File: config.mk
export PLATFORM = sky130hd
export DESIGN_NAME = enigma_stepper
export DESIGN_NICKNAME = d
export VERILOG_FILES = /design/src/rtl/enigma_pkg.sv /design/src/rtl/enigma_mod26_inc.sv /design/src/rtl/enigma_stepper.sv
export SDC_FILE = /design/constraint.sdc
export NUM_CORES = 1
export LEC_CHECK = 0
export CAP_MARGIN = 20
export CORE_ASPECT_RATIO = 0.5
export CORE_MARGIN = 8
export CORE_UTILIZATION = 47
export CTS_BUF_LIST = sky130_fd_sc_hd__clkbuf_8 sky130_fd_sc_hd__clkbuf_16
export CTS_CLUSTER_SIZE = 24
export DETAILED_ROUTE_END_ITERATION = 8
export GPL_TIMING_DRIVEN = 1
export PLACE_DENSITY = 0.82
export SETUP_SLACK_MARGIN = 0.3
export SLEW_MARGIN = 30
export SYNTH_ARGS = -nofsm -noshare
export SYNTH_HDL_FRONTEND = slang
export SYNTH_SLANG_ARGS = --single-unit
File: constraint.sdc
create_clock -name clk -period 1.7 [get_ports clk]
set_input_delay 0.34 -clock clk [delete_from_list [all_inputs] [get_ports clk]]
set_output_delay 0.34 -clock clk [all_outputs]
set_load 0.02 [all_outputs]
File: src/rtl/enigma_pkg.sv
// Shared types and constants for the Enigma rotor stepping logic.
package enigma_pkg;

  localparam int unsigned LETTER_W    = 5;
  localparam int unsigned NUM_LETTERS = 26;

  typedef logic [LETTER_W-1:0] letter_t;

  localparam letter_t LastLetter = letter_t'(NUM_LETTERS - 1);

  typedef enum logic [1:0] {
    OpStep      = 2'b00,
    OpLoadPos   = 2'b01,
    OpLoadNotch = 2'b10,
    OpClear     = 2'b11
  } cmd_op_e;

  typedef enum logic [1:0] {
    IdxRight   = 2'd0,
    IdxMiddle  = 2'd1,
    IdxLeft    = 2'd2,
    IdxInvalid = 2'd3
  } cmd_idx_e;

endpackage

File: src/rtl/enigma_mod26_inc.sv
// Increment a letter value modulo 26 (25 wraps to 0).
module enigma_mod26_inc
  import enigma_pkg::*;
(
  input  letter_t val_i,
  output letter_t val_o
);

  always_comb begin
    val_o = (val_i >= LastLetter) ? '0 : val_i + letter_t'(1);
  end

endmodule

File: src/rtl/enigma_stepper.sv
// Three-rotor Enigma stepping controller with double-step behaviour and a
// two-state command handshake (one command every two cycles).
module enigma_stepper
  import enigma_pkg::*;
#(
  parameter int unsigned NOTCH_L = 16,
  parameter int unsigned NOTCH_M = 4,
  parameter int unsigned NOTCH_R = 21
) (
  input  logic                clk,
  input  logic                rst_n,
  input  logic                cmd_valid,
  output logic                cmd_ready,
  input  logic [1:0]          cmd_op,
  input  logic [1:0]          cmd_idx,
  input  logic [LETTER_W-1:0] cmd_data,
  output logic [LETTER_W-1:0] pos_l,
  output logic [LETTER_W-1:0] pos_m,
  output logic [LETTER_W-1:0] pos_r,
  output logic                step_done,
  output logic                err
);

  typedef enum logic {StIdle, StDone} state_e;

  state_e  state_q, state_d;
  letter_t pos_l_q, pos_l_d, pos_m_q, pos_m_d, pos_r_q, pos_r_d;
  letter_t notch_l_q, notch_l_d, notch_m_q, notch_m_d, notch_r_q, notch_r_d;
  logic    err_q, err_d;

  letter_t pos_l_inc, pos_m_inc, pos_r_inc;
  logic    accept, operand_ok, carry_r, carry_m;

  enigma_mod26_inc u_inc_l (.val_i(pos_l_q), .val_o(pos_l_inc));
  enigma_mod26_inc u_inc_m (.val_i(pos_m_q), .val_o(pos_m_inc));
  enigma_mod26_inc u_inc_r (.val_i(pos_r_q), .val_o(pos_r_inc));

  assign cmd_ready  = rst_n & (state_q == StIdle);
  assign accept     = cmd_valid & cmd_ready;
  assign operand_ok = (cmd_data <= LastLetter) && (cmd_idx != IdxInvalid);
  // Notch hits use pre-step positions; a middle-notch hit moves both middle and left.
  assign carry_r    = (pos_r_q == notch_r_q);
  assign carry_m    = (pos_m_q == notch_m_q);

  always_comb begin
    state_d   = StIdle;
    pos_l_d   = pos_l_q;
    pos_m_d   = pos_m_q;
    pos_r_d   = pos_r_q;
    notch_l_d = notch_l_q;
    notch_m_d = notch_m_q;
    notch_r_d = notch_r_q;
    err_d     = err_q;
    if (accept) begin
      state_d = StDone;
      unique case (cmd_op_e'(cmd_op))
        OpStep: begin
          pos_r_d = pos_r_inc;
          if (carry_r || carry_m) pos_m_d = pos_m_inc;
          if (carry_m)            pos_l_d = pos_l_inc;
        end
        OpLoadPos: begin
          if (!operand_ok) begin
            err_d = 1'b1;
          end else begin
            case (cmd_idx_e'(cmd_idx))
              IdxRight:  pos_r_d = cmd_data;
              IdxMiddle: pos_m_d = cmd_data;
              IdxLeft:   pos_l_d = cmd_data;
              default:   ;
            endcase
          end
        end
        OpLoadNotch: begin
          if (!operand_ok) begin
            err_d = 1'b1;
          end else begin
            case (cmd_idx_e'(cmd_idx))
              IdxRight:  notch_r_d = cmd_data;
              IdxMiddle: notch_m_d = cmd_data;
              IdxLeft:   notch_l_d = cmd_data;
              default:   ;
            endcase
          end
        end
        OpClear: begin
          pos_l_d = '0;
          pos_m_d = '0;
          pos_r_d = '0;
          err_d   = 1'b0;
        end
        default: ;
      endcase
    end
  end

  always_ff @(posedge clk) begin
    if (!rst_n) begin
      state_q   <= StIdle;
      pos_l_q   <= '0;
      pos_m_q   <= '0;
      pos_r_q   <= '0;
      notch_l_q <= letter_t'(NOTCH_L);
      notch_m_q <= letter_t'(NOTCH_M);
      notch_r_q <= letter_t'(NOTCH_R);
      err_q     <= 1'b0;
    end else begin
      state_q   <= state_d;
      pos_l_q   <= pos_l_d;
      pos_m_q   <= pos_m_d;
      pos_r_q   <= pos_r_d;
      notch_l_q <= notch_l_d;
      notch_m_q <= notch_m_d;
      notch_r_q <= notch_r_d;
      err_q     <= err_d;
    end
  end

  assign pos_l     = pos_l_q;
  assign pos_m     = pos_m_q;
  assign pos_r     = pos_r_q;
  assign step_done = (state_q == StDone);
  assign err       = err_q;

endmodule

# Yosys cells after proc, flatten, opt, wreduce, memory -nomap -nowiden
# Cells that the tools add are included.
[word_totals] out_inout_bits=18 register_bits=27 wordCells=62 inputBits=12
[classes] eq_ne=15 order_cmp=4 muxes=17 n_reduce_logical=13 n_bitwise=3 n_addsub=3
[op_table] cell="$mux 5" count=11
[op_table] cell="$pmux 5 s3" count=3
[op_table] cell="$ne 2x2->1 const B" count=8
[op_table] cell="$add 5x1->5 const B" count=3
[op_table] cell="$ge 5x5->1 const B" count=3
[op_table] cell="$reduce_and 4->1" count=3
[op_table] cell="$eq 5x5->1" count=2
[op_table] cell="$reduce_and 5->1" count=2
[op_table] cell="$eq 2x2->1 const B" count=3
[op_table] cell="$le 5x5->1 const B" count=1
[op_table] cell="$eq 2x1->1 const B" count=2
[op_table] cell="$logic_not 2->1" count=2
[op_table] cell="$reduce_and 3->1" count=1
[op_table] cell="$reduce_bool 3->1" count=1
[op_table] cell="$and 1x1->1" count=2
[op_table] cell="$mux 1" count=2
[op_table] cell="$pmux 1 s2" count=1
[op_table] cell="$reduce_bool 2->1" count=1
[op_table] cell="$reduce_or 2->1" count=1
[op_table] cell="$logic_and 1x1->1" count=1
[op_table] cell="$logic_or 1x1->1" count=1
[op_table] cell="$not 1->1" count=1

# Logic depth before layout (Yosys ltp)
# Gate-level depths: netlist of run 1.
[depth] ltp_word=4 mapped_depth=7 mapped_depth_nobuf=7

# By module
# Synthesis of run 1 repeated with hierarchy kept, for this count alone.
[unflattened] hier_cells=199 hier_area_um2=1674.1
[modules_own_cells] module="enigma_stepper" instances=1 area_each_um2=1377.6 cells_each=154 seq_area_each_um2=540.5
[modules_own_cells] module="enigma_mod26_inc" instances=3 area_each_um2=98.8 cells_each=15 seq_area_each_um2=0.0

# Worst setup path before layout of run 1
# No wires, ideal clock.
[synth_timing] path_kind="flip-flop to flip-flop" startpoint="register pos_m_q[3] (netlist: pos_m[3])" endpoint="register pos_m_q[0] (netlist: pos_m[0])" arrival_time_ns=1.768 synth_period_minus_slack_ns=1.839 path_stages_with_launch=6 t_required_ns=1.628 setup_slack_ns=-0.139 setup_ns=0.072 path_buffers=0 cell_sequence="dfxtp_1 -> xnor2_1 -> nand3_1 -> o31a_1 -> a221oi_4 -> mux2i_1"
[synth_between] elab_chain_cells=4 elab_cells_between_ends=8 classes_between="1 x order compare; 2 x eq/ne; 3 x mux; 2 x reduce/logical"
[synth_rtl] item="from (decl)" line="enigma_stepper.sv:27" rtl="letter_t pos_l_q, pos_l_d, pos_m_q, pos_m_d, pos_r_q, pos_r_d;"
[synth_rtl] item="from (signal assigned)" line="enigma_stepper.sv:110" rtl="pos_m_q <= pos_m_d;"
[synth_rtl] item="$ge 5x5->1 or $eq 5x5->1 (tied branches)" line="enigma_mod26_inc.sv:10, enigma_stepper.sv:43"
[synth_rtl] item="$mux 5 or $logic_or 1x1->1 (tied branches)" line="enigma_mod26_inc.sv:10, enigma_stepper.sv:59"
[synth_rtl] item="$mux 5 or $ne 2x2->1 (tied branches)"
[synth_rtl] item="$pmux 5 s3 or $reduce_and 5->1 (tied branches)"
# Parallel ways exist; a longest one is shown, timed or not. The select of a mux whose other input is x is not followed.
# A chain may end at the register's enable or synchronous reset.

# Worst setup path after layout of run 1
[layout_timing] startpoint="register pos_r_q[2] (netlist: pos_r[2])" endpoint="register pos_m_q[0] (netlist: pos_m[0])"
[layout_between] elab_chain_cells=4
[layout_rtl] item="from (decl)" line="enigma_stepper.sv:27"
[layout_rtl] item="from (signal assigned)" line="enigma_stepper.sv:111" rtl="pos_r_q <= pos_r_d;"
[layout_rtl] item="$eq 5x5->1" line="enigma_stepper.sv:42" rtl="assign carry_r = (pos_r_q == notch_r_q);"
[layout_rtl] item="$logic_or 1x1->1" line="enigma_stepper.sv:59" rtl="if (carry_r || carry_m) pos_m_d = pos_m_inc;"
[layout_rtl] item="$ne 2x2->1 (no source line)"
[layout_rtl] item="$reduce_and 5->1 (no source line)"
# No other way between the ends.

==> results of run 1 <==
cells in the final DEF (no fill, tap or decap), types with 3 or more instances in the layout:
master | netlist | final
inv_2 | 0 | 3
buf_2 | 1 | 8
dfxtp_1 | 27 | 13
clkbuf_2 | 0 | 7
xnor2_2 | 0 | 3
dfxtp_4 | 0 | 3
mux2i_1 | 16 | 15
nand2b_1 | 3 | 3
o21ai_2 | 0 | 3
inv_1 | 7 | 5
buf_6 | 0 | 10
xor2_1 | 7 | 6
xnor2_1 | 6 | 3
buf_4 | 0 | 26
o31ai_4 | 0 | 3
nand3_1 | 13 | 11
nor2_1 | 14 | 13
dfxtp_2 | 0 | 11
a21oi_1 | 7 | 5
dlygate4sd2_1 | 0 | 8
clkbuf_8 | 0 | 3
o21a_1 | 6 | 6
ha_1 | 11 | 5
ha_2 | 0 | 3
o21ai_1 | 0 | 8
nand2_1 | 23 | 20
ha_4 | 0 | 3
through the flow:
| stage | hold WS (ns) | utilization |
|---|---|---|
| after floorplan | 0.4616 | - |
| after global placement | 0.4772 | 0.6619 |
| after detailed placement | 0.4861 | 0.6619 |
| after CTS | 0.5008 | 0.7426 |
| after global routing | 0.4019 | 0.7637 |
| final | 0.3988 | 0.7637 |
power breakdown:
group	total, W	internal [W]	switching, W	leakage (nW)
clock network	0.000385	0.000163	0.000222	0.0269
logic	0.000416	0.000182	0.000234	0.803
registers	0.000669	0.000648	0.0000211	0.226
total	0.00147	0.000992	0.000477	1.06
repair_timing:
action | 4_1_cts | 5_1_grt
gates resized for setup | 108 | 48
buffers inserted | 4 | 2
endpoints found under the setup margin | 44 | 38
hold endpoints to repair | 0 | 0
pin swaps | 20 | 22
registers in the layout (all words and copies together), names as in the netlist:
| signal | flops |
|---|---|
| pos_r | 5 |
| notch_r_q | 5 |
| notch_m_q | 5 |
| pos_l | 5 |
| pos_m | 5 |
| step_done | 1 |
| err | 1 |
final cells by class:
class,instances,area share
multi-input cells,152,0.5204
flip-flops and latches,27,0.2192
repair buffers,67,0.2124
well taps,42,0.02037
clock buffers,3,0.01600
inverters,7,0.01018
clock inverters,1,0.001455
routing by layer:
layer | vias to the layer above | track usage | part of all wire
met1 | 918 | 0.2568 | 0.40
met3 | 40 | 0.03819 | 0.088
met4 | 0 | 0.09595 | 0.051
met5 | - | 0 | 0
li1 | 814 | - | -
met2 | 148 | 0.3349 | 0.46
cell families after synthesis:
family / synth area share
AO/OA/AOI/OAI: 0.1942
multiplexers: 0.09786
flip-flops: 0.3303
buffers and inverters: 0.03287
adder cells (fa/ha/maj): 0.08410
AND/OR/NAND/NOR: 0.1911
XOR/XNOR: 0.06957
worst paths after layout:
check | from | endpoint | slack, ns | cells past startpoint
worst max-delay path | pos_r[2] | pos_m[0] | -0.09 | 6
worst max register to register | pos_r[2] | pos_m[0] | -0.09 | 6
worst min register to register | notch_r_q[0] | notch_r_q[0] | 0.51 | 2
worst min-delay path | rst_n | pos_l[2] | 0.40 | 3
cell usage after synthesis (all sizes together) (4+ instances only):
library cell	instances
o21ai	13
a21oi	7
o21a	6
xor2	7
clkbuf	6
inv	7
nor3	4
o41ai	4
ha	11
o31ai	4
dfxtp	27
mux2i	16
nor2	14
xnor2	6
nand3	13
nand2	23
worst max-delay path, delay by kind of cell (launching register included):
kind	cells	cell delay (ns)
AO/OA/AOI/OAI	1	0.35
AND/OR/NAND/NOR	2	0.43
buffers and inverters	1	0.16
flip-flops	1	0.35
XOR/XNOR	1	0.17
multiplexers	1	0.23
==> results.yml, run 1 <==
critical_path:
  critPathKind: "flip-flop to flip-flop"
  slowest_delay_ns: 0.35
  crit_path_start_kind: "flip-flop"
  cp_slowest_cell: "dfxtp_1"
  critPathCaptureType: "flip-flop"
  crit_chain: "xor2_1 -> nor3_1 -> nand3_1 -> a221oi_4 -> buf_12 -> mux2i_1"
  crit_arrival_ns: 1.98
  critPathRequiredTime_ns: 1.89
  cp_max_fo: 5
layout:
  finalInstanceArea_um2: 2580
  fin_cells: 299
  drive_gt1_frac: 0.4591
  multi_input_area_um2: 1343
  fillers: 205
  nNetsFinal: 281
  n_antenna_cell: 0
  regArea_um2: 565.5
  area_growth_pct: 57.64
floorplan:
  core-area_um2: 3378
  start_util: 0.4844
  dieArea_um2: 5741
  io_pins: 30
  die_w_um: 99.45
  die_h_um: 57.73
  rows: 15
run:
  maxCapViolations: 0
placement:
  dp.cells: 289
  hpwl_mm: 3.700
  portBuffers: 29
  pre_cts_ws_ns: -0.3979
  gp_congestion: 0.9008
  dpl_cell_area_um2: 2236
logic_synthesis:
  postSynthAreaPerCell_um2: 8.480
  synth_top_area_frac: 0.3303
  synth_nets: 216
  synth_warnings: 0
  async_flop_share: 0
  synth_seq_area_share: 0.3303
  yosys.area.top_type: "dfxtp_1"
  ys_ff_latch: 27
  syn-cell-area_um2: 1637
  synth_area_leaders: "dfxtp_1, mux2i_1, ha_1, nand2_1, nand3_1"
  syn_inst: 193
  synth-edff-count: 0
  synthFlopType: "dfxtp_1"
  yosysUniqueCellTypes: 33
clock_tree:
  cts_htree_levels: 1
  clk_pin_slew_ns: 0.10
  cts_made_buffers: 3
  clockRootBuffer: "clkbuf_8"
  cts_buffer_depth: 2
  cts_num_sinks: 27
  holdBufCountCts: 0
  insertion_delay_ns: 0.29
  cts_tree: "done"
pwr:
  vdd_drop_max_mv: 0.3242
  cellLeakagePower_nw: 1.057
  pwr_density_cell_nw_per_um2: 569.4
  p_total_w: 0.001469
routing:
  vias: 1920
  first_pass_iters: 5
  drc_errors: 0
  drt-vias-per-instance: 6.421
  drt_iter0_markers: 272
  finalWirelength_mm: 6.755
  antenna_left: 0
  routedWlPerCell_um: 22.59
timing:
  tns_ns: -0.1960
  worst_slew_pin_slew_ns: 0.4401
  setup_ws_ns: -0.09115
  min_period_ns: 1.791
  finalHoldViolations: 0
  finalCritPeriodShare: 1.054
  slew_viol_final: 0
  fmax_mhz: 558.3
  setup_viol: 5
  slew-limit-headroom: 0.7046
  rsz0062_at_grt: "true"
  fin_skew_ns: 0.008880
outcome:
  violations: "setup timing"
  status: "complete, but fails checks"
grt:
  grt.total_usage: 0.2048
  gr-total-overflow: 0
  first_global_vias: 1859
  grt_first_pass_wirelength_mm: 9.515
  antenna_found_initial: 0
  grt_max_degree: 16
worst_hold_path:
  min_path_type: "input port to flip-flop"
Power figures use the tool's default switching activity.
==> run 2: changes to the inputs <==
Settings changed: CORE_UTILIZATION 47 to 56, PLACE_DENSITY 0.82 to 0.91.
Clock period 1.7 ns to 2.2 ns, I/O delays scaled along.
==> run 2 against run 1 <==
  * The flow now finishes without violations
  * Die area decreased by 13%
  * Highest routed layer unchanged
  * Clock power decreased by 24%
  * Critical path type unchanged
  * Design area decreased by 14%
  * Largest cell class unchanged
  * Largest power group unchanged
  * Power decreased by 28%
  * First-iteration DRC count decreased by 47%
  * Clock skew decreased by 0.0071 ns
  * Combinational power decreased by 42%
==> results.yml, run 2 (same netlist as run 1, synthesis figures left out) <==
outcome:
  status: "complete, no violations"
floorplan:
  die_w_um: 92.45
  rows: 13
  io_pins: 30
  core-area_um2: 2684
  die_h_um: 54.23
  dieArea_um2: 5013
  start_util: 0.6098
pwr:
  p_comb_frac: 0.230
  pwr_density_cell_nw_per_um2: 474.4
  p_int_w: 0.0007404
  vdd_drop_max_mv: 0.4889
  pwr-share-seq: 0.495
  cellLeakagePower_nw: 0.9058
  p_switching_w: 0.0003138
  pwr-share-clk: 0.276
  p_sw_frac: 0.2977
  p_total_w: 0.001054
run:
  maxCapViolations: 0
grt:
  grt_first_pass_wirelength_mm: 7.962
  grt.total_usage: 0.1987
  gr-total-overflow: 0
  first_global_vias: 1700
  grt_max_degree: 16
  antenna_found_initial: 0
timing:
  fmax_mhz: 541.1
  rsz0062_at_grt: "false"
  slew-limit-headroom: 0.6257
  slew_viol_final: 0
  tns_ns: 0
  worst_slew_pin_slew_ns: 0.5567
  finalHoldViolations: 0
  min_period_ns: 1.848
  finalCritPeriodShare: 0.8401
  fin_skew_ns: 0.001814
  setup_viol: 0
critical_path:
  critPathCaptureType: "flip-flop"
  cp_slowest_cell: "dfxtp_1"
  crit_chain: "xnor2_1 -> nand3_1 -> o31a_1 -> buf_4 -> o31ai_1 -> a21oi_1"
  crit_arrival_ns: 2.02
  path_buf_inv: 1
  cp_max_fo: 5
  critPathRequiredTime_ns: 2.37
  critPathKind: "flip-flop to flip-flop"
  crit_path_start_kind: "flip-flop"
  slowest_delay_ns: 0.45
  reg2regPathDepth: 6
  reg2reg_to: "pos_l[4]"
  r2r_setup_slack_ns: 0.35
  critPathTopFamily: "compound AO/OA/AOI/OAI gates"
  rr_startpoint: "pos_m[4]"
layout:
  finalInstanceArea_um2: 2222
  n_antenna_cell: 0
  nNetsFinal: 268
  final_core_util: 0.8280
  final_cell_mix: "clkdlybuf4s50_1, buf_4, nand2_1, dfxtp_1, mux2i_1"
  multi_input_area_um2: 1074
  area_growth_pct: 35.78
  drive_gt1_frac: 0.1721
  regArea_um2: 546.8
  fillers: 137
routing:
  vias: 1755
  drt-vias-per-instance: 6.246
  first_pass_iters: 5
  drt_iter0_markers: 143
  finalWirelength_mm: 5.128
  routedWlPerCell_um: 18.25
  antenna_left: 0
  drc_errors: 0
placement:
  gp_congestion: 0.9063
  dpl_cell_area_um2: 2133
  hpwl_mm: 3.717
  portBuffers: 29
clock_tree:
  insertion_delay_ns: 0.28
  holdBufCountCts: 0
  clk_pin_slew_ns: 0.10
  cts_tree: "done"
  cts_buffer_depth: 2
  clockRootBuffer: "clkbuf_8"
  cts_made_buffers: 3
  cts_num_sinks: 27
  cts_htree_levels: 1
worst_hold_path:
  min_path_type: "flip-flop to flip-flop"
  hold_end: "pos_m[1]"
  min_from: "pos_m[1]"
  hold_depth: 2
## run 2: cell count changes in the layout (fill, tap and decap cells not counted), sizes merged
cell | previous run | this run
clkdlybuf4s50 | 1 | 24
buf | 46 | 25
clkdlybuf4s15 | 4 | 1
clkbuf | 11 | 3
dlygate4sd2 | 8 | 2
dlymetal6s2s | 0 | 2
## run 2: per-layer routing
| layer | GRT usage | wire, um | share of wire | vias to the layer above |
|---|---|---|---|---|
| li1 | - | - | - | 795 |
| met1 | 0.2203 | 2047 | 0.40 | 807 |
| met2 | 0.3635 | 2372 | 0.46 | 133 |
| met3 | 0.06403 | 542 | 0.11 | 20 |
| met4 | 0.07388 | 165 | 0.032 | 0 |
| met5 | 0 | 0 | 0 | - |
## run 2: how the worst max path moves through the flow
stage / end / cells after the start / slack [ns] / from
floorplan: pos_m[0] / 5 / 0.36 / pos_m[3]
global placement: cmd_ready / 4 / -0.03 / rst_n
detailed placement: pos_l[2] / 7 / -0.07 / rst_n
CTS: pos_r[4] / 8 / 0.29 / cmd_op[0]
global route: pos_r[3] / 1 / 0.31 / pos_r[3]
finish: pos_l[4] / 6 / 0.35 / pos_m[4]
## run 2: cell type report
cell class | count | area share
Clock buffer | 3 | 0.01858
Clock inverter | 1 | 0.001689
Inverter | 7 | 0.01182
Multi-Input combinational cell | 152 | 0.4831
Sequential cell | 27 | 0.2461
Tap cell | 37 | 0.02083
Timing Repair Buffer | 54 | 0.2179
## run 2: repair_timing
item / 4_1_cts / 5_1_grt
gates resized for setup: 11 / 16
endpoints found under the setup margin: 14 / 23
buffers inserted: 0 / 0
pin swaps: 3 / 2
## run 2: power by group through the flow
stage / Combinational (W) / Clock [W] / Sequential (W)
after global placement: 0.000218 / 0 / 0.000530
after detailed placement: 0.000225 / 0 / 0.000531
after floorplan: 0.0000998 / 0 / 0.000541
final: 0.000242 / 0.000291 / 0.000522
after global routing: 0.000256 / 0.000304 / 0.000524
after CTS: 0.000229 / 0.000284 / 0.000520
## run 2: worst reg2reg max path, cell delays in order, from the launching register on
cell and delay (ns):
dfxtp_1 0.45, xnor2_1 0.15, nand3_1 0.14, o31a_1 0.38, buf_4 0.18, o31ai_1 0.32
a21oi_1 0.11
## run 2: per-stage QoR
| stage | setup WS [ns] | hold WS, ns | cells |
|---|---|---|---|
| CTS | 0.2935 | 0.5315 | 281 |
| global route | 0.3145 | 0.5646 | 281 |
| finish | 0.3518 | 0.5163 | 281 |
| detailed placement | -0.06898 | 0.4881 | 277 |
| global placement | -0.02702 | 0.4785 | 277 |
| floorplan | 0.3608 | 0.4616 | 193 |
==> run 3: changes to the inputs <==
Settings changed: CORE_UTILIZATION 56 to 47, PLACE_DENSITY 0.91 to 0.82.
Clock period 2.2 ns to 1.65 ns, I/O delays scaled along.
==> run 3 against run 2 <==
  * The flow now finishes with violations (setup timing)
  * Sequential power up 32%
  * Critical path depth fell by 1
  * Sequential cell count unchanged
  * Clock skew is 0.010 ns higher
  * Register-to-register slack worse by 0.61 ns
  * Clock power is 35% higher
  * Via count grew 15%
  * Utilization decreased by 3.8 points
  * Non-clock buffer count is 21 higher
  * Design area is 20% higher
  * Setup slack got worse by 0.61 ns
  * Critical endpoint is now pos_l[3]
  * Largest power group unchanged
==> results.yml, run 3 (same netlist as run 1, synthesis figures left out) <==
pwr:
  vdd_drop_max_mv: 0.4311
  pwr_density_cell_nw_per_um2: 570.6
  cellLeakagePower_nw: 1.097
timing:
  worst_slew_pin_slew_ns: 0.6713
  setup_viol: 11
  slew_viol_final: 0
  finalCritPeriodShare: 1.154
  min_period_ns: 1.904
  setup_ws_ns: -0.2545
  fin_skew_ns: 0.01183
  slew-limit-headroom: 0.5486
  rsz0062_at_grt: "true"
  fmax_mhz: 525.1
  finalHoldViolations: 0
layout:
  fin_cells: 307
  nNetsFinal: 289
  area_growth_pct: 63.07
  final_cell_mix: "buf_4, nand2_1, buf_6, mux2i_1, dfxtp_2"
  drive_gt1_frac: 0.5208
  final_common_cell: "buf_4"
  fillers: 178
  regArea_um2: 576.8
  n_antenna_cell: 0
  multi_input_area_um2: 1330
  finalInstanceArea_um2: 2669
critical_path:
  crit_arrival_ns: 2.08
  crit_chain: "xnor2_2 -> nand3_2 -> o31ai_1 -> nand3_2 -> a21oi_1"
  critPathTopFamily: "compound AO/OA/AOI/OAI gates"
  rr_startpoint: "notch_m_q[4]"
  critPathKind: "flip-flop to flip-flop"
  crit_path_start_kind: "flip-flop"
  cp_max_fo: 4
  critPathRequiredTime_ns: 1.82
  cp_slowest_cell: "o31ai_1"
  critPathCaptureType: "flip-flop"
  crit_top_cell: "nand3_2"
  slowest_delay_ns: 0.61
  r2r_setup_slack_ns: -0.25
  cp-startpoint: "notch_m_q[4]"
  path_buf_inv: 0
clock_tree:
  cts_num_sinks: 27
  cts_made_buffers: 3
  insertion_delay_ns: 0.28
  clk_pin_slew_ns: 0.10
  cts_htree_levels: 1
  clockRootBuffer: "clkbuf_8"
  cts_buffer_depth: 2
  holdBufCountCts: 0
  cts_tree: "done"
placement:
  dpl_cell_area_um2: 2256
  dp.cells: 290
  hpwl_mm: 3.820
  portBuffers: 29
  gp_congestion: 0.8716
floorplan:
  io_pins: 30
  die_w_um: 99.45
  dieArea_um2: 5741
  start_util: 0.4844
  rows: 15
  die_h_um: 57.73
  core-area_um2: 3378
grt:
  grt.total_usage: 0.2054
  grt_first_pass_wirelength_mm: 9.466
  grt_max_degree: 17
  first_global_vias: 1912
  gr-total-overflow: 0
  antenna_found_initial: 0
run:
  maxCapViolations: 0
routing:
  vias: 2024
  routedWlPerCell_um: 23.13
  antenna_left: 0
  drc_errors: 0
  finalWirelength_mm: 7.100
  drt-vias-per-instance: 6.593
  drt_iter0_markers: 237
  first_pass_iters: 7
worst_hold_path:
  min_path_type: "input port to flip-flop"
  min_from: "cmd_data[2]"
outcome:
  violations: "setup timing"
  status: "complete, but fails checks"
==> run 3: cell types whose count changed in the layout (fill, tap and decap cells not counted), sizes merged <==
| cell | before | now |
|---|---|---|
| buf | 25 | 58 |
| clkdlybuf4s50 | 24 | 1 |
| clkdlybuf4s15 | 1 | 7 |
| dlygate4sd2 | 2 | 6 |
| clkbuf | 3 | 6 |
| dlymetal6s2s | 2 | 0 |
| clkinvlp | 0 | 1 |
| inv | 8 | 7 |
==> run 3: tightest hold or removal path: cells and delay by family <==
| kind | cells | cell delay (ns) |
|---|---|---|
| buffers and inverters | 2 | 0.24 |
| multiplexers | 1 | 0.07 |
| AND/OR/NAND/NOR | 1 | 0.06 |
==> run 3: routing by layer <==
metal | part of all wire | vias up | track usage
li1 | - | 834 | -
met1 | 0.38 | 932 | 0.2439
met2 | 0.44 | 193 | 0.3472
met3 | 0.12 | 65 | 0.04893
met4 | 0.065 | 0 | 0.09382
met5 | 0 | - | 0
==> run 3: per-stage QoR <==
| step | worst slack, ns | hold WS (ns) | setup TNS [ns] | power, W | util |
|---|---|---|---|---|---|
| after floorplan | -0.05015 | 0.4551 | -0.2505 | 0.0008664 | - |
| after global placement | -0.4189 | 0.4787 | -8.146 | 0.001016 | 0.6678 |
| after detailed placement | -0.5474 | 0.4952 | -9.451 | 0.001026 | 0.6678 |
| after CTS | 0.0009867 | 0.4069 | 0 | 0.001447 | 0.7481 |
| after global routing | -0.3367 | 0.4543 | -1.438 | 0.001572 | 0.7900 |
| final | -0.2545 | 0.4377 | -1.144 | 0.001523 | 0.7900 |
==> run 3: area by class of cell <==
cell class / instances / share of cell area
flip-flops and latches: 27 / 0.2161
multi-input cells: 152 / 0.4984
well taps: 42 / 0.01969
clock inverters: 1 / 0.002813
clock buffers: 3 / 0.01547
repair buffers: 75 / 0.2368
inverters: 7 / 0.01078
==> run 3: final timing paths <==
| kind | end | cells after the start |
|---|---|---|
| max | pos_l[3] | 5 |
| min | notch_m_q[2] | 4 |
| max reg2reg | pos_l[3] | 5 |
| min reg2reg | pos_l[2] | 2 |
==> run 3: power by group <==
group	switching (W)	internal, W
clock	0.000221	0.000172
sequential	0.0000233	0.000665
combinational	0.000244	0.000197
==> run 3: what timing repair did <==
action | in CTS | in global routing
endpoints found under the setup margin | 44 | 33
pin swaps | 22 | 15
resized for setup | 131 | 39
setup buffers | 7 | 6
